File: config.mk
export PLATFORM = sky130hd
export DESIGN_NAME = fsk_serializer_param_flat
export DESIGN_NICKNAME = d
export VERILOG_FILES = /design/src/rtl/fsk_serializer_param_pkg.sv /design/src/rtl/fsk_serializer_param_if.sv /design/src/rtl/fsk_serializer_param_bit_tick.sv /design/src/rtl/fsk_serializer_param.sv /design/src/flat_wrapper.sv
export SDC_FILE = /design/constraint.sdc
export NUM_CORES = 1
export LEC_CHECK = 0
export CORE_UTILIZATION = 58
export DETAILED_ROUTE_END_ITERATION = 10
export GPL_ROUTABILITY_DRIVEN = 0
export MAX_ROUTING_LAYER = met4
export PLACE_DENSITY = 0.84
export SETUP_SLACK_MARGIN = 0.1
export SLEW_MARGIN = 15
export SYNTH_ARGS = -nofsm -noshare
export SYNTH_HDL_FRONTEND = slang
export SYNTH_SLANG_ARGS = --single-unit
File: constraint.sdc
create_clock -name clk -period 4.3 [get_ports clk]
set_input_delay 0.86 -clock clk [delete_from_list [all_inputs] [get_ports clk]]
set_output_delay 0.86 -clock clk [all_outputs]
set_load 0.02 [all_outputs]
File: src/rtl/fsk_serializer_param_pkg.sv
// Shared types and width helpers for the FSK serializer.
//   fsk_ser_state_t : frame state (idle, sync field, data field)
//   max_int         : larger of two ints, usable in constant expressions
//   bit_cnt_w       : bit-counter width that covers the longer of the two fields
package fsk_serializer_param_pkg;

  typedef enum logic [1:0] {
    S_IDLE,
    S_SYNC,
    S_DATA
  } fsk_ser_state_t;

  function automatic int max_int(input int a, input int b);
    return (a > b) ? a : b;
  endfunction

  function automatic int bit_cnt_w(input int sync_w, input int data_w);
    return $clog2(max_int(sync_w, data_w) + 1);
  endfunction

endpackage

File: src/rtl/fsk_serializer_param_if.sv
// Handshake and serial-output bundle of the FSK serializer.
//   in_data/in_valid/in_ready : word input with valid/ready handshake
//   ser_out/ser_active        : serial bit and "bit on the line" flag
//   frame_start/frame_done    : one-cycle frame boundary pulses
// master = word producer / serial consumer, slave = the serializer.
interface fsk_serializer_param_if #(
  parameter int DATA_W = 16
) ();
  logic [DATA_W-1:0] in_data;
  logic              in_valid;
  logic              in_ready;
  logic              ser_out;
  logic              ser_active;
  logic              frame_start;
  logic              frame_done;

  modport master (
    output in_data, in_valid,
    input  in_ready, ser_out, ser_active, frame_start, frame_done
  );

  modport slave (
    input  in_data, in_valid,
    output in_ready, ser_out, ser_active, frame_start, frame_done
  );
endinterface

File: src/rtl/fsk_serializer_param_bit_tick.sv
// Free-running bit-rate divider: cnt counts 0..DIV-1 and wraps, tick is high
// for the one clk cycle in which cnt == DIV-1. Shared with the demodulator.
//   clk   : system clock
//   reset : asynchronous reset, active-high (clears the counter)
//   tick  : one-cycle bit-rate enable
module fsk_bit_tick #(
  parameter int DIV = 16
) (
  input  logic clk,
  input  logic reset,
  output logic tick
);
  localparam int CW = (DIV > 1) ? $clog2(DIV) : 1;

  logic [CW-1:0] cnt_q, cnt_d;

  always_comb begin
    tick  = (cnt_q == CW'(DIV - 1));
    cnt_d = tick ? '0 : cnt_q + CW'(1);
  end

  // NOTE: state updates use <= so every flop samples pre-edge values.
  always_ff @(posedge clk or posedge reset) begin
    if (reset) cnt_q <= '0;
    else       cnt_q <= cnt_d;
  end
endmodule

File: src/rtl/fsk_serializer_param.sv
// Parallel-to-serial converter for the FSK modulator control input.
// A one-word holding buffer takes words on the valid/ready handshake; each
// word goes out as an optional sync field followed by DATA_W data bits, every
// bit held DIV clk cycles. Back-to-back frames follow with no gap bit.
//   clk   : system clock
//   reset : asynchronous reset, active-high; drops any partial frame
//   bus   : slave side of fsk_serializer_param_if (handshake + serial out)
module fsk_serializer_param
  import fsk_serializer_param_pkg::*;
#(
  parameter int          DATA_W    = 16,
  parameter int          DIV       = 16,
  parameter int          SYNC_W    = 8,
  parameter logic [31:0] SYNC_PAT  = 32'h0000_00A5,
  parameter bit          MSB_FIRST = 1'b0,
  parameter logic        IDLE_LVL  = 1'b0
) (
  input  logic                   clk,
  input  logic                   reset,
  fsk_serializer_param_if.slave  bus
);
  // A zero-length sync field still needs a legal 1-bit vector; it is never sent.
  localparam int                  SYNC_LEN  = (SYNC_W > 0) ? SYNC_W : 1;
  localparam int                  CNT_W     = bit_cnt_w(SYNC_W, DATA_W);
  localparam logic [SYNC_LEN-1:0] SYNC_VEC  = SYNC_PAT[SYNC_LEN-1:0];
  localparam logic [CNT_W-1:0]    SYNC_LAST = CNT_W'(SYNC_LEN - 1);
  localparam logic [CNT_W-1:0]    DATA_LAST = CNT_W'(DATA_W - 1);

  logic tick;

  fsk_bit_tick #(.DIV(DIV)) u_bit_tick (
    .clk   (clk),
    .reset (reset),
    .tick  (tick)
  );

  // The bit on the line is always taken from the head of a shift register;
  // the register is shifted on the same edge so the next bit is at the head.
  function automatic logic data_head(input logic [DATA_W-1:0] v);
    return MSB_FIRST ? v[DATA_W-1] : v[0];
  endfunction

  function automatic logic [DATA_W-1:0] data_shift(input logic [DATA_W-1:0] v);
    return MSB_FIRST ? (v << 1) : (v >> 1);
  endfunction

  function automatic logic sync_head(input logic [SYNC_LEN-1:0] v);
    return MSB_FIRST ? v[SYNC_LEN-1] : v[0];
  endfunction

  function automatic logic [SYNC_LEN-1:0] sync_shift(input logic [SYNC_LEN-1:0] v);
    return MSB_FIRST ? (v << 1) : (v >> 1);
  endfunction

  fsk_ser_state_t      state_q, state_d;
  logic [DATA_W-1:0]   buf_q, buf_d;
  logic                buf_full_q, buf_full_d;
  logic [DATA_W-1:0]   shreg_q, shreg_d;
  logic [SYNC_LEN-1:0] sync_sr_q, sync_sr_d;
  logic [CNT_W-1:0]    bit_cnt_q, bit_cnt_d;
  logic                ser_out_q, ser_out_d;
  logic                ser_active_q, ser_active_d;
  logic                frame_start_q, frame_start_d;
  logic                frame_done_q, frame_done_d;
  logic                accept;
  logic                load;

  always_comb begin
    // NOTE: every always_comb output gets a default first, so no path infers a latch.
    state_d       = state_q;
    buf_d         = buf_q;
    shreg_d       = shreg_q;
    sync_sr_d     = sync_sr_q;
    bit_cnt_d     = bit_cnt_q;
    ser_out_d     = ser_out_q;
    ser_active_d  = ser_active_q;
    frame_start_d = 1'b0;
    frame_done_d  = 1'b0;
    load          = 1'b0;

    accept = bus.in_valid & ~buf_full_q;

    if (tick) begin
      unique case (state_q)
        S_IDLE: begin
          if (buf_full_q) load = 1'b1;
        end
        S_SYNC: begin
          if (bit_cnt_q == SYNC_LAST) begin
            state_d   = S_DATA;
            bit_cnt_d = '0;
            ser_out_d = data_head(shreg_q);
            shreg_d   = data_shift(shreg_q);
          end else begin
            bit_cnt_d = bit_cnt_q + CNT_W'(1);
            ser_out_d = sync_head(sync_sr_q);
            sync_sr_d = sync_shift(sync_sr_q);
          end
        end
        S_DATA: begin
          if (bit_cnt_q == DATA_LAST) begin
            frame_done_d = 1'b1;
            if (buf_full_q) begin
              load = 1'b1;          // chain the next frame with no gap bit
            end else begin
              state_d      = S_IDLE;
              ser_out_d    = IDLE_LVL;
              ser_active_d = 1'b0;
            end
          end else begin
            bit_cnt_d = bit_cnt_q + CNT_W'(1);
            ser_out_d = data_head(shreg_q);
            shreg_d   = data_shift(shreg_q);
          end
        end
        default: state_d = S_IDLE;
      endcase
    end

    // Frame launch: the buffered word moves into the shifter and bit 0 of
    // the first field goes on the line at once.
    if (load) begin
      frame_start_d = 1'b1;
      ser_active_d  = 1'b1;
      bit_cnt_d     = '0;
      if (SYNC_W > 0) begin
        state_d   = S_SYNC;
        ser_out_d = sync_head(SYNC_VEC);
        sync_sr_d = sync_shift(SYNC_VEC);
        shreg_d   = buf_q;
      end else begin
        state_d   = S_DATA;
        ser_out_d = data_head(buf_q);
        shreg_d   = data_shift(buf_q);
      end
    end

    // load needs buf_full_q=1 and accept needs buf_full_q=0, so they never
    // coincide: a word offered on the load edge waits one more cycle.
    if (load)        buf_full_d = 1'b0;
    else if (accept) buf_full_d = 1'b1;
    else             buf_full_d = buf_full_q;

    if (accept) buf_d = bus.in_data;
  end

  always_ff @(posedge clk or posedge reset) begin
    if (reset) begin
      state_q       <= S_IDLE;
      // NOTE: the word buffer and shifter are reset as well, so no stale word can leak into a frame.
      buf_q         <= '0;
      buf_full_q    <= 1'b0;
      shreg_q       <= '0;
      sync_sr_q     <= '0;
      bit_cnt_q     <= '0;
      ser_out_q     <= IDLE_LVL;
      ser_active_q  <= 1'b0;
      frame_start_q <= 1'b0;
      frame_done_q  <= 1'b0;
    end else begin
      state_q       <= state_d;
      buf_q         <= buf_d;
      buf_full_q    <= buf_full_d;
      shreg_q       <= shreg_d;
      sync_sr_q     <= sync_sr_d;
      bit_cnt_q     <= bit_cnt_d;
      ser_out_q     <= ser_out_d;
      ser_active_q  <= ser_active_d;
      frame_start_q <= frame_start_d;
      frame_done_q  <= frame_done_d;
    end
  end

  assign bus.in_ready    = ~buf_full_q;
  assign bus.ser_out     = ser_out_q;
  assign bus.ser_active  = ser_active_q;
  assign bus.frame_start = frame_start_q;
  assign bus.frame_done  = frame_done_q;
endmodule

File: src/flat_wrapper.sv
// flat-port wrapper written by rule: the top's interface ports become plain ports
module fsk_serializer_param_flat import fsk_serializer_param_pkg::*;
#(
  parameter int          DATA_W    = 16,
  parameter int          DIV       = 16,
  parameter int          SYNC_W    = 8,
  parameter logic [31:0] SYNC_PAT  = 32'h0000_00A5,
  parameter bit          MSB_FIRST = 1'b0,
  parameter logic        IDLE_LVL  = 1'b0
)
  (clk, reset, bus_in_data, bus_in_valid, bus_in_ready, bus_ser_out, bus_ser_active, bus_frame_start, bus_frame_done);
  fsk_serializer_param_if #(.DATA_W(DATA_W)) bus_i ();
  input  logic clk;
  input  logic reset;
  input wire logic [$bits(bus_i.in_data)-1:0] bus_in_data;
  input wire logic [$bits(bus_i.in_valid)-1:0] bus_in_valid;
  output wire logic [$bits(bus_i.in_ready)-1:0] bus_in_ready;
  output wire logic [$bits(bus_i.ser_out)-1:0] bus_ser_out;
  output wire logic [$bits(bus_i.ser_active)-1:0] bus_ser_active;
  output wire logic [$bits(bus_i.frame_start)-1:0] bus_frame_start;
  output wire logic [$bits(bus_i.frame_done)-1:0] bus_frame_done;
  assign bus_i.in_data = bus_in_data;
  assign bus_i.in_valid = bus_in_valid;
  assign bus_in_ready = bus_i.in_ready;
  assign bus_ser_out = bus_i.ser_out;
  assign bus_ser_active = bus_i.ser_active;
  assign bus_frame_start = bus_i.frame_start;
  assign bus_frame_done = bus_i.frame_done;
  fsk_serializer_param #(.DATA_W(DATA_W), .DIV(DIV), .SYNC_W(SYNC_W), .SYNC_PAT(SYNC_PAT), .MSB_FIRST(MSB_FIRST), .IDLE_LVL(IDLE_LVL)) u_core (.clk(clk), .reset(reset), .bus(bus_i));
endmodule
# After elaboration in Yosys (flattened, before gate mapping)
# Cells that the tools add are included.
# word_totals
ff_bits,56
out_inout_bits,5
wordCells,82
# op_classes
eq_ne,13
n_reduce_logical,13
muxes,41
n_addsub,2
bitwise,2
# ops
cell,count
2-to-1 mux 16 bit,4
2-to-1 mux 8 bit,4
one-hot mux 16 bit (2 select lines),1
2-to-1 mux 5 bit,4
2-to-1 mux 1 bit,18
2-to-1 mux 2 bit,5
one-hot mux 5 bit (2 select lines),1
nonzero test 2 bit,5
AND reduction 3 bit,3
AND reduction 4 bit,2
inequality test 3 x 1 -> 1 bit (second input constant),2
one-hot mux 2 bit (3 select lines),1
adder 5 x 1 -> 5 bit (second input constant),1
equality test 5 x 3 -> 1 bit (second input constant),1
equality test 5 x 4 -> 1 bit (second input constant),1
AND reduction 5 bit,1
adder 4 x 1 -> 4 bit (second input constant),1
equality test 4 bit (second input constant),1
2-to-1 mux 4 bit,1
inequality test 2 x 1 -> 1 bit (second input constant),2
inequality test 4 bit (second input constant),1
one-hot mux 1 bit (2 select lines),2
inequality test 3 x 2 -> 1 bit (second input constant),1
inequality test 3 bit (second input constant),1
7 further kinds,7

# Longest topological paths before layout
# Gate-level depths: netlist of the first run.
# logic_depth
word_depth,6
mapped_depth,9

# Cells and area by module
# A second synthesis of the first run with hierarchy kept.
# unflattened
hier_cells,202
hier_area_um2,2412.3
# by_module_without_submodules
module,seq_area_each_um2,cells_each,instances,area_each_um2
fsk_serializer_param,1276.2,190,1,2255.9
fsk_bit_tick,100.1,12,1,156.4

# Worst setup path before layout of the first run
# OpenSTA, ideal clock, no wires.
# synth_timing
path_type,flip-flop to flip-flop
from,register u_core.bit_cnt_q[0]
to,register u_core.shreg_q[0]
path_stages_with_launch,10
path_buffers,1
arrival_time_ps,2178
setup_ps,125
slack_ps,1996
period_less_slack_ps,2304
cell_sequence,dfrtp_1 > ha_1 > and3_1 > ha_1 > a21o_4 > nand3_4 > inv_6 > a31oi_4 > buf_6 > mux2_4
# synth_between
elab_chain_cells,6
word_cells_on_any_way,11
# synth_rtl
element,line_no,text
from (decl),fsk_serializer_param.sv:60,"logic [CNT_W-1:0] bit_cnt_q, bit_cnt_d;"
from (signal assigned),fsk_serializer_param.sv:166,bit_cnt_q <= bit_cnt_d;
equality test 5 x 4 -> 1 bit,fsk_serializer_param.sv:101,if (bit_cnt_q == DATA_LAST) begin
2-to-1 mux 1 bit,fsk_serializer_param.sv:101,
one-hot mux 1 bit (2 select lines),fsk_serializer_param.sv:84,unique case (state_q)
2-to-1 mux 1 bit,fsk_serializer_param.sv:83,if (tick) begin
"inequality test 3 x 1 -> 1 bit (no line), or another cell as far along",-,
AND reduction 4 bit (no line),-,
to (signal assigned),fsk_serializer_param.sv:164,shreg_q <= shreg_d;
to (decl),fsk_serializer_param.sv:58,"logic [DATA_W-1:0] shreg_q, shreg_d;"
# Parallel ways exist; a longest one is shown, timed or not.
# A chain may end at the register's enable or synchronous reset.

# Worst setup path in the final report of the first run
# layout_timing
from,register u_core.bit_cnt_q[0]
to,register u_core.shreg_q[9]
# Same word-level chain as after synthesis.

==> results of run 1 <==
==> worst max path at each step <==
stage                        start                 end  cells past startpoint
6_report       u_core.bit_cnt_q[0]   u_core.shreg_q[9]                      8
2_1_floorplan  u_core.bit_cnt_q[0]   u_core.shreg_q[0]                      9
3_5_place_dp   u_core.bit_cnt_q[0]  u_core.shreg_q[11]                      8
3_3_place_gp   u_core.bit_cnt_q[0]  u_core.shreg_q[11]                      8
4_1_cts        u_core.bit_cnt_q[0]  u_core.shreg_q[11]                      8
5_1_grt        u_core.bit_cnt_q[0]  u_core.shreg_q[14]                      8
==> registers in the layout, summed over array words and instances, names as in the netlist <==
signal	count
u_core.bus.ser_active	1
u_core.sync_sr_q	7
u_core.bit_cnt_q	5
u_core.bus.ser_out	1
u_core.bus.frame_done	1
u_core.bus.frame_start	1
u_core.shreg_q	16
u_core.buf_full_q	1
u_core.state_q	2
u_core.u_bit_tick.cnt_q	4
u_core.buf_q	16
==> cell type report <==
cell class	instances	area [sq um]
Multi-Input combinational cell	124	1140
Clock inverter	3	33.8
Sequential cell	55	1380
Fill cell	314	1400
Timing Repair Buffer	24	238
Clock buffer	5	68.8
Tap cell	52	65.1
Inverter	8	36.3
==> report_power, final <==
group          switching (mW)  total (mW)  internal [mW]
registers              0.0240       0.581          0.557
clock network           0.186       0.309          0.124
logic                  0.0259      0.0945         0.0686
==> cells in the mapped netlist <==
| library cell | instances |
|---|---|
| a21boi_2 | 1 |
| ha_1 | 6 |
| a22oi_1 | 2 |
| a41oi_1 | 1 |
| nand3_4 | 1 |
| o31ai_1 | 1 |
| clkbuf_1 | 2 |
| a21oi_1 | 7 |
| nor2b_1 | 1 |
| inv_6 | 1 |
| nor2_1 | 8 |
| a21o_2 | 1 |
| and3_2 | 2 |
| nand3_1 | 11 |
| and2_1 | 1 |
| inv_1 | 7 |
| and2_2 | 1 |
| nand4bb_1 | 1 |
| a21o_4 | 1 |
| o21ai_0 | 10 |
| a22o_1 | 1 |
| mux2_4 | 23 |
| buf_12 | 1 |
| o22a_1 | 1 |
| o311ai_0 | 1 |
| a32o_1 | 5 |
| dfrtp_1 | 55 |
| xor2_1 | 1 |
| and3_1 | 2 |
| mux2_2 | 23 |
| buf_2 | 3 |
| nand2_1 | 9 |
| buf_6 | 2 |
| a31oi_4 | 1 |
| nand2b_1 | 1 |
==> worst max-delay path, stage by stage, from the launching register on <==
cell and delay (ns):
dfrtp_1 0.42, ha_1 0.24, and3_1 0.19, ha_1 0.24, a21o_4 0.27, nand3_4 0.14, inv_6 0.12, a31oi_4 0.58
mux2_2 0.41
==> cells by family after synthesis <==
kind of cell,after synthesis,share of synthesized area
flip-flops,55,0.526
AND/OR/NAND/NOR,38,0.0770
multiplexers,46,0.231
adder cells (fa/ha/maj),6,0.0287
buffers and inverters,16,0.0383
XOR/XNOR,1,0.00335
AO/OA/AOI/OAI,33,0.0952
==> through the flow <==
step | util | hold slack [ns] | total power, mW
finish | 0.679 | 0.502 | 0.985
detailed placement | 0.655 | 0.474 | 0.687
CTS | 0.679 | 0.496 | 0.998
global route | 0.679 | 0.522 | 1.03
global placement | 0.655 | 0.473 | 0.680
floorplan | - | 0.447 | 0.652
==> layer usage <==
metal  GRT usage  wire [um]  up-vias
met5           -          0        -
met4      0.0862         82        0
met3      0.0556        182        9
met2       0.315       2060       43
met1       0.257       2030      796
li1            -          -      743
==> flow_summary.yaml, run 1 <==
outcome:
  outcome: "complete, no violations"
cells_and_area:
  fin_area_sq_um: 2960
  final_cell_mix: "dfrtp_1, mux2_4, mux2_2, clkdlybuf4s50_1, nand3_1"
  final_layout_size_suffix_gt1_frac: 0.297
  area_growth_pct: 13.1
  fin_nets: 243
  final_cell_count_no_fill: 271
  layout_commonest_cell: "dfrtp_1"
  antennaDiodeCount: 0
yosys:
  ys_seq_elements: 55
  synth.top_cell.area_share: 0.526
  synth_area_sq_um: 2620
  synth_cell_types: 35
  synth_area_leaders: "dfrtp_1, mux2_4, mux2_2, ha_1, nand3_1"
  syn_area_per_cell_sq_um: 13.4
  seq_area_frac_synth: 0.526
  yosys.area.top_type: "dfrtp_1"
  syn_nets: 220
  synth_cells: 195
  synth_warnings: 0
floorplan:
  core_area_sq_um: 4350
  fp.dieW_um: 69.1
  die-area_sq_um: 4780
  die_h_um: 69.1
  start_util: 0.601
  rows: 24
  ios: 24
worst_setup_path:
  regToRegEndpoint: "u_core.shreg_q[9]"
  ff2ff_setup_slack_ns: 1.58
  startpoint_type: "register"
  worst_ep_arrival_time_ns: 2.94
  r2r_cells: 8
  crit_type: "register to register"
  worstPathRequired_ns: 4.52
  path_max_fanout: 21
  cp-end-kind: "register"
  worstReg2RegStart: "u_core.bit_cnt_q[0]"
cts:
  clkLatencyLatePin_ns: 0.32
  cts-root-buf: "clkbuf_8"
  cts_setup_buffers: 0
  cts.reportedPaths.clkPinSlew_ns: 0.11
  h-tree-depth: 2
  cts.sinks: 55
  cts-buffers-inserted: 5
  cts_tree: "done"
  clockBufferDepth: 2
  cts_resized: 0
  holdBufCountCts: 0
routing:
  vias_per_cell: 5.87
  drc: 0
  first_pass_iters: 4
  wl_um: 4360
  wl_per_cell_um: 16.1
  drt-initial-drc-count: 98
  antenna_left: 0
  vias: 1591
global_routing:
  antenna_found_initial: 0
  grt_overflow: 0
  grt_pass1_vias: 1631
  grt_pass1_wl_um: 7470
  grt.total_usage: 0.205
  grt_max_degree: 56
min_path:
  hp-class: "register to register"
  hp-start: "u_core.sync_sr_q[6]"
  whs_endpoint: "u_core.sync_sr_q[6]"
  hold_depth: 2
sta:
  worst_pin_slew_ns: 0.919
  finalMaxSlewViolations: 0
  setup_slack_ns: 1.58
  period_needed_ns: 2.72
  max_freq_ghz: 0.368
  finalSetupViolCount: 0
  final-hold-violation-count: 0
  rsz0062_at_grt: "no"
  clock-skew-final_ns: 0.00995
  fin_tns_setup_ns: 0
  max_slew_margin: 0.387
  period_share: 0.632
run:
  cap_violations: 0
placement:
  dpl_cell_area_sq_um: 2850
  numPortBuffers: 23
  dp_cells: 263
  detailedPlacementHpwl_um: 2940
  pre_cts_ws_ns: 1.61
pwr:
  leakagePower_nw: 1.33
  vdd_drop_max_mv: 0.171
  powerDensity_nw_per_um2: 333
No activity file was read; power rests on OpenSTA's default activity.
==> inputs of run 2 (changes only) <==
CORE_UTILIZATION = 51   (was 58)
PLACE_DENSITY = 0.79   (was 0.84)
clock period = 2.2 ns   (was 4.3 ns; I/O delays follow)
==> run 2 against run 1 <==
  * Die area up 13%
  * Worst hold slack lost 0.0076 ns
  * Via count increased by 8.5%
  * Clock-buffer cell count rose by 1
  * Wire length grew 14%
  * First-iteration DRC count down 3.1%
  * Maximum frequency increased by 25%
  * Design area increased by 11%
  * Setup slack worse by 1.6 ns
  * Final cell count rose by 13%
  * Largest cell class unchanged
  * Highest routed layer unchanged
==> flow_summary.yaml, run 2 (synthesized netlist as in run 1, its figures left out) <==
cts:
  cts.reportedPaths.clkPinSlew_ns: 0.10
  cts-root-buf: "clkbuf_8"
  clkLatencyLatePin_ns: 0.31
  h-tree-depth: 2
  clockBufferDepth: 2
  cts_tree: "done"
  cts-buffers-inserted: 5
  cts.sinks: 55
worst_setup_path:
  path_buf_inv: 1
  worstPathRequired_ns: 2.40
  ff2ff_setup_slack_ns: 0.03
  crit_type: "register to register"
  slowest_delay_ns: 0.41
  critPathSlowestCell: "dfrtp_1"
  startpoint_type: "register"
  r2r_cells: 8
  cp.depth: 8
  cp-end-kind: "register"
  regToRegEndpoint: "u_core.shreg_q[14]"
  critical_path.cell_chain: "ha_2, and3_4, ha_4, a21o_4, nand3_4, buf_4, mux2_2, mux2_4"
  crit_family: "multiplexers"
  path_max_fanout: 6
  worst_ep_arrival_time_ns: 2.37
  worstReg2RegStart: "u_core.bit_cnt_q[1]"
global_routing:
  antenna_found_initial: 0
  grt_max_degree: 56
  grt_pass1_wl_um: 8060
  grt_pass1_vias: 1689
  grt_overflow: 0
  grt.total_usage: 0.206
cells_and_area:
  area_growth_pct: 25.2
  final_layout_size_suffix_gt1_frac: 0.371
  layout_commonest_cell: "dfrtp_1"
  antennaDiodeCount: 0
  fin_nets: 264
  fin_util: 0.680
  top_regs: "u_core.buf_q x16, u_core.shreg_q x16, u_core.sync_sr_q x7"
  final_cell_mix: "dfrtp_1, mux2_4, clkdlybuf4s50_1, mux2_2, buf_4"
  fin_area_sq_um: 3270
routing:
  antenna_left: 0
  vias_per_cell: 5.62
  wl_um: 4960
  drc: 0
  wl_per_cell_um: 16.2
  first_pass_iters: 4
  vias: 1726
  drt-initial-drc-count: 95
sta:
  finalMaxSlewViolations: 0
  setup_slack_ns: 0.0304
  worst_pin_slew_ns: 0.417
  max_slew_margin: 0.718
  max_freq_ghz: 0.461
  period_share: 0.986
  final-hold-violation-count: 0
  rsz0062_at_grt: "yes"
  clock-skew-final_ns: 0.00975
  finalSetupViolCount: 0
  period_needed_ns: 2.17
  holdWs_ns: 0.494
pwr:
  leakagePower_nw: 1.50
  power_mw: 2.00
  powerDensity_nw_per_um2: 610
  vdd_drop_max_mv: 0.277
min_path:
  hp-class: "register to register"
  hold_depth: 1
  whs_endpoint: "u_core.u_bit_tick.cnt_q[0]"
  hp-start: "u_core.u_bit_tick.cnt_q[0]"
placement:
  dpl_cell_area_sq_um: 2990
  numPortBuffers: 23
  pre_cts_ws_ns: -0.00719
  detailedPlacementHpwl_um: 2940
floorplan:
  rows: 25
  ios: 24
  start_util: 0.543
  die-area_sq_um: 5420
  core_area_sq_um: 4820
  fp.dieW_um: 73.6
  die_h_um: 73.6
run:
  cap_violations: 0
outcome:
  outcome: "complete, no violations"
run 2: cell count changes in the layout (fill, tap and decap cells not counted), moves of 2 or more:
cell | before | now
inv_6 | 3 | 1
mux2_4 | 23 | 29
mux2_2 | 23 | 17
clkbuf_16 | 0 | 2
buf_4 | 1 | 17
buf_12 | 0 | 3
ha_1 | 6 | 4
run 2: layer usage:
layer / track usage / share of wire / vias to the layer above
li1: - / - / 786
met1: 0.257 / 0.45 / 875
met2: 0.322 / 0.49 / 54
met3: 0.0439 / 0.040 / 11
met4: 0.0919 / 0.021 / 0
met5: - / 0 / -
run 2: area by class of cell:
type | instances | area, sq um
clock buffers | 6 | 72.6
clock inverters | 2 | 38.8
fillers | 348 | 1540
inverters | 8 | 42.5
multi-input cells | 124 | 1190
flip-flops and latches | 55 | 1380
well taps | 67 | 83.8
repair buffers | 45 | 468
run 2: worst max path at each step:
stage	to	start	slack (ns)
after floorplan	u_core.shreg_q[0]	u_core.bit_cnt_q[0]	0.03
after global placement	u_core.shreg_q[11]	u_core.bit_cnt_q[0]	0.05
after detailed placement	u_core.shreg_q[10]	u_core.bit_cnt_q[0]	-0.007
after CTS	u_core.shreg_q[0]	u_core.bit_cnt_q[0]	0.04
after global routing	u_core.shreg_q[0]	u_core.bit_cnt_q[1]	-0.01
final	u_core.shreg_q[14]	u_core.bit_cnt_q[1]	0.03
run 2: through the flow:
stage          instances  setup TNS, ns
2_1_floorplan        195              0
3_3_place_gp         288              0
3_5_place_dp         288       -0.00845
4_1_cts              304              0
5_1_grt              307        -0.0569
6_report             307              0
run 2: worst reg2reg max path, stage by stage, from the launching register on:
cell,delay (ns)
dfrtp_1,0.41
ha_2,0.20
and3_4,0.19
ha_4,0.16
a21o_4,0.21
nand3_4,0.13
buf_4,0.17
mux2_2,0.33
mux2_4,0.26
run 2: power breakdown:
part	total (mW)	switching (mW)	internal (mW)
Clock	0.667	0.323	0.344
Combinational	0.198	0.0527	0.145
Sequential	1.13	0.0462	1.09
run 2: timing repair:
item | CTS | global route
cloned | 1 | 1
endpoints found under the setup margin | 15 | 21
setup buffers | 7 | 2
resized for setup | 9 | 5
hold buffers | 0 | 0
pin swaps | 3 | 3
==> inputs of run 3 (changes only) <==
--- a/config.mk
+++ b/config.mk
@@ -9,4 +9,5 @@
 export DETAILED_ROUTE_END_ITERATION = 10
 export GPL_ROUTABILITY_DRIVEN = 0
+export GPL_TIMING_DRIVEN = 0
 export MAX_ROUTING_LAYER = met4
 export PLACE_DENSITY = 0.79
==> constraint.sdc (replaced) <==
create_clock -name clk -period 2.2 [get_ports clk]
set_input_delay 0.44 -clock clk [delete_from_list [all_inputs] [get_ports clk]]
set_output_delay 0.44 -clock clk [all_outputs]
set_load 0.05 [all_outputs]
==> run 3 against run 2 <==
  * Core utilization shrank 1.7 points
  * Sequential share of layout area grew 1.1 points
  * First-iteration DRC count shrank 17%
  * Largest cell class unchanged
  * Highest routed layer unchanged
==> flow_summary.yaml, run 3 (synthesized netlist as in run 1, its figures left out) <==
outcome:
  outcome: "complete, no violations"
worst_setup_path:
  path_max_fanout: 10
  cp-endpoint: "u_core.shreg_q[5]"
  crit_type: "register to register"
  startpoint_type: "register"
  worstPathRequired_ns: 2.40
  cp.depth: 9
  critPathSlowestCell: "dfrtp_1"
  worstReg2RegStart: "u_core.bit_cnt_q[0]"
  path_buf_inv: 2
  regToRegEndpoint: "u_core.shreg_q[5]"
  critical_path.cell_chain: "ha_2, and3_4, ha_4, a21o_4, nand3_4, inv_6, a31oi_4, buf_8, mux2_4"
  worst_ep_arrival_time_ns: 2.34
  ff2ff_setup_slack_ns: 0.06
  crit_family: "compound AO/OA/AOI/OAI gates"
  r2r_cells: 9
  startpoint: "u_core.bit_cnt_q[0]"
  cp-end-kind: "register"
  slowest_delay_ns: 0.40
sta:
  period_needed_ns: 2.14
  max_freq_ghz: 0.468
  finalMaxSlewViolations: 0
  final-hold-violation-count: 0
  rsz0062_at_grt: "yes"
  fin_tns_setup_ns: 0
  worst_pin_slew_ns: 0.491
  finalSetupViolCount: 0
  max_slew_margin: 0.672
  clock-skew-final_ns: 0.00612
  period_share: 0.972
cts:
  holdBufCountCts: 0
  cts-root-buf: "clkbuf_8"
  cts.sinks: 55
  clkLatencyLatePin_ns: 0.31
  clockBufferDepth: 2
  h-tree-depth: 2
  cts_tree: "done"
  cts.reportedPaths.clkPinSlew_ns: 0.09
  cts-buffers-inserted: 5
routing:
  first_pass_iters: 4
  wl_um: 4580
  drc: 0
  wl_per_cell_um: 14.9
  vias_per_cell: 5.40
  drt-initial-drc-count: 79
  antenna_left: 0
  vias: 1663
pwr:
  power_mw: 1.86
  leakagePower_nw: 1.45
  powerDensity_nw_per_um2: 582
  vdd_drop_max_mv: 0.372
floorplan:
  fp.dieW_um: 73.6
  ios: 24
  die_h_um: 73.6
  die-area_sq_um: 5420
  rows: 25
  core_area_sq_um: 4820
  start_util: 0.543
global_routing:
  grt.total_usage: 0.196
  antenna_found_initial: 0
  grt_overflow: 0
  grt_max_degree: 36
  grt_pass1_vias: 1642
  grt_pass1_wl_um: 7650
placement:
  numPortBuffers: 23
  detailedPlacementHpwl_um: 3090
  dp_cells: 286
  dpl_cell_area_sq_um: 2970
cells_and_area:
  fin_area_sq_um: 3190
  final_layout_size_suffix_gt1_frac: 0.361
  area_growth_pct: 22.1
  layout_commonest_cell: "dfrtp_1"
  fin_nets: 265
  num-fill-cells: 373
  top_regs: "u_core.buf_q x16, u_core.shreg_q x16, u_core.sync_sr_q x7"
  final_cell_mix: "dfrtp_1, mux2_4, clkdlybuf4s50_1, mux2_2, buf_4"
  antennaDiodeCount: 0
  final_cell_count_no_fill: 308
min_path:
  hp-class: "input pin to async pin"
run:
  cap_violations: 0
==> run 3: per-stage QoR <==
step / hold slack (ns) / util / worst slack, ns
after floorplan: 0.447 / - / 0.0310
after global placement: 0.469 / 0.612 / -0.564
final: 0.464 / 0.663 / 0.0620
after global routing: 0.505 / 0.663 / 0.000562
after detailed placement: 0.480 / 0.616 / -0.147
after CTS: 0.481 / 0.654 / 0.0691
==> run 3: final cells by class <==
type	instances	area (sq um)	area share
repair buffers	38	358	0.112
well taps	67	83.8	0.0263
multi-input cells	124	1180	0.371
clock buffers	7	76.3	0.0239
flip-flops and latches	55	1380	0.431
inverters	8	35.0	0.0110
clock inverters	1	5.00	0.00157
plain buffers	8	72.6	0.0227
==> run 3: where the power goes <==
group | leakage (nW) | internal [mW] | switching, mW
logic | 0.742 | 0.140 | 0.0516
registers | 0.669 | 1.09 | 0.0424
clock network | 0.0422 | 0.224 | 0.311
==> run 3: repair_timing <==
item	in CTS	in global routing
hold endpoints to repair	0	0
setup endpoints to repair	18	21
pin swaps	2	0
buffers inserted	11	3
resized for setup	6	4
==> run 3: how the worst min path moves through the flow <==
stage | startpoint | endpoint | slack, ns | depth (start not counted)
after CTS | reset | u_core.buf_q[4] | 0.48 | 2
final | reset | u_core.buf_q[4] | 0.46 | 2
after global routing | reset | u_core.shreg_q[6] | 0.50 | 2
after detailed placement | u_core.shreg_q[15] | u_core.shreg_q[15] | 0.48 | 1
after floorplan | u_core.sync_sr_q[6] | u_core.sync_sr_q[6] | 0.45 | 2
after global placement | u_core.sync_sr_q[6] | u_core.sync_sr_q[6] | 0.47 | 2
==> run 3: routing by layer <==
metal	vias to the layer above	routed length (um)	global-route usage
met5	-	0	-
met4	0	109	0.0962
met3	11	156	0.0370
met2	38	2240	0.304
met1	829	2070	0.248
li1	785	-	-
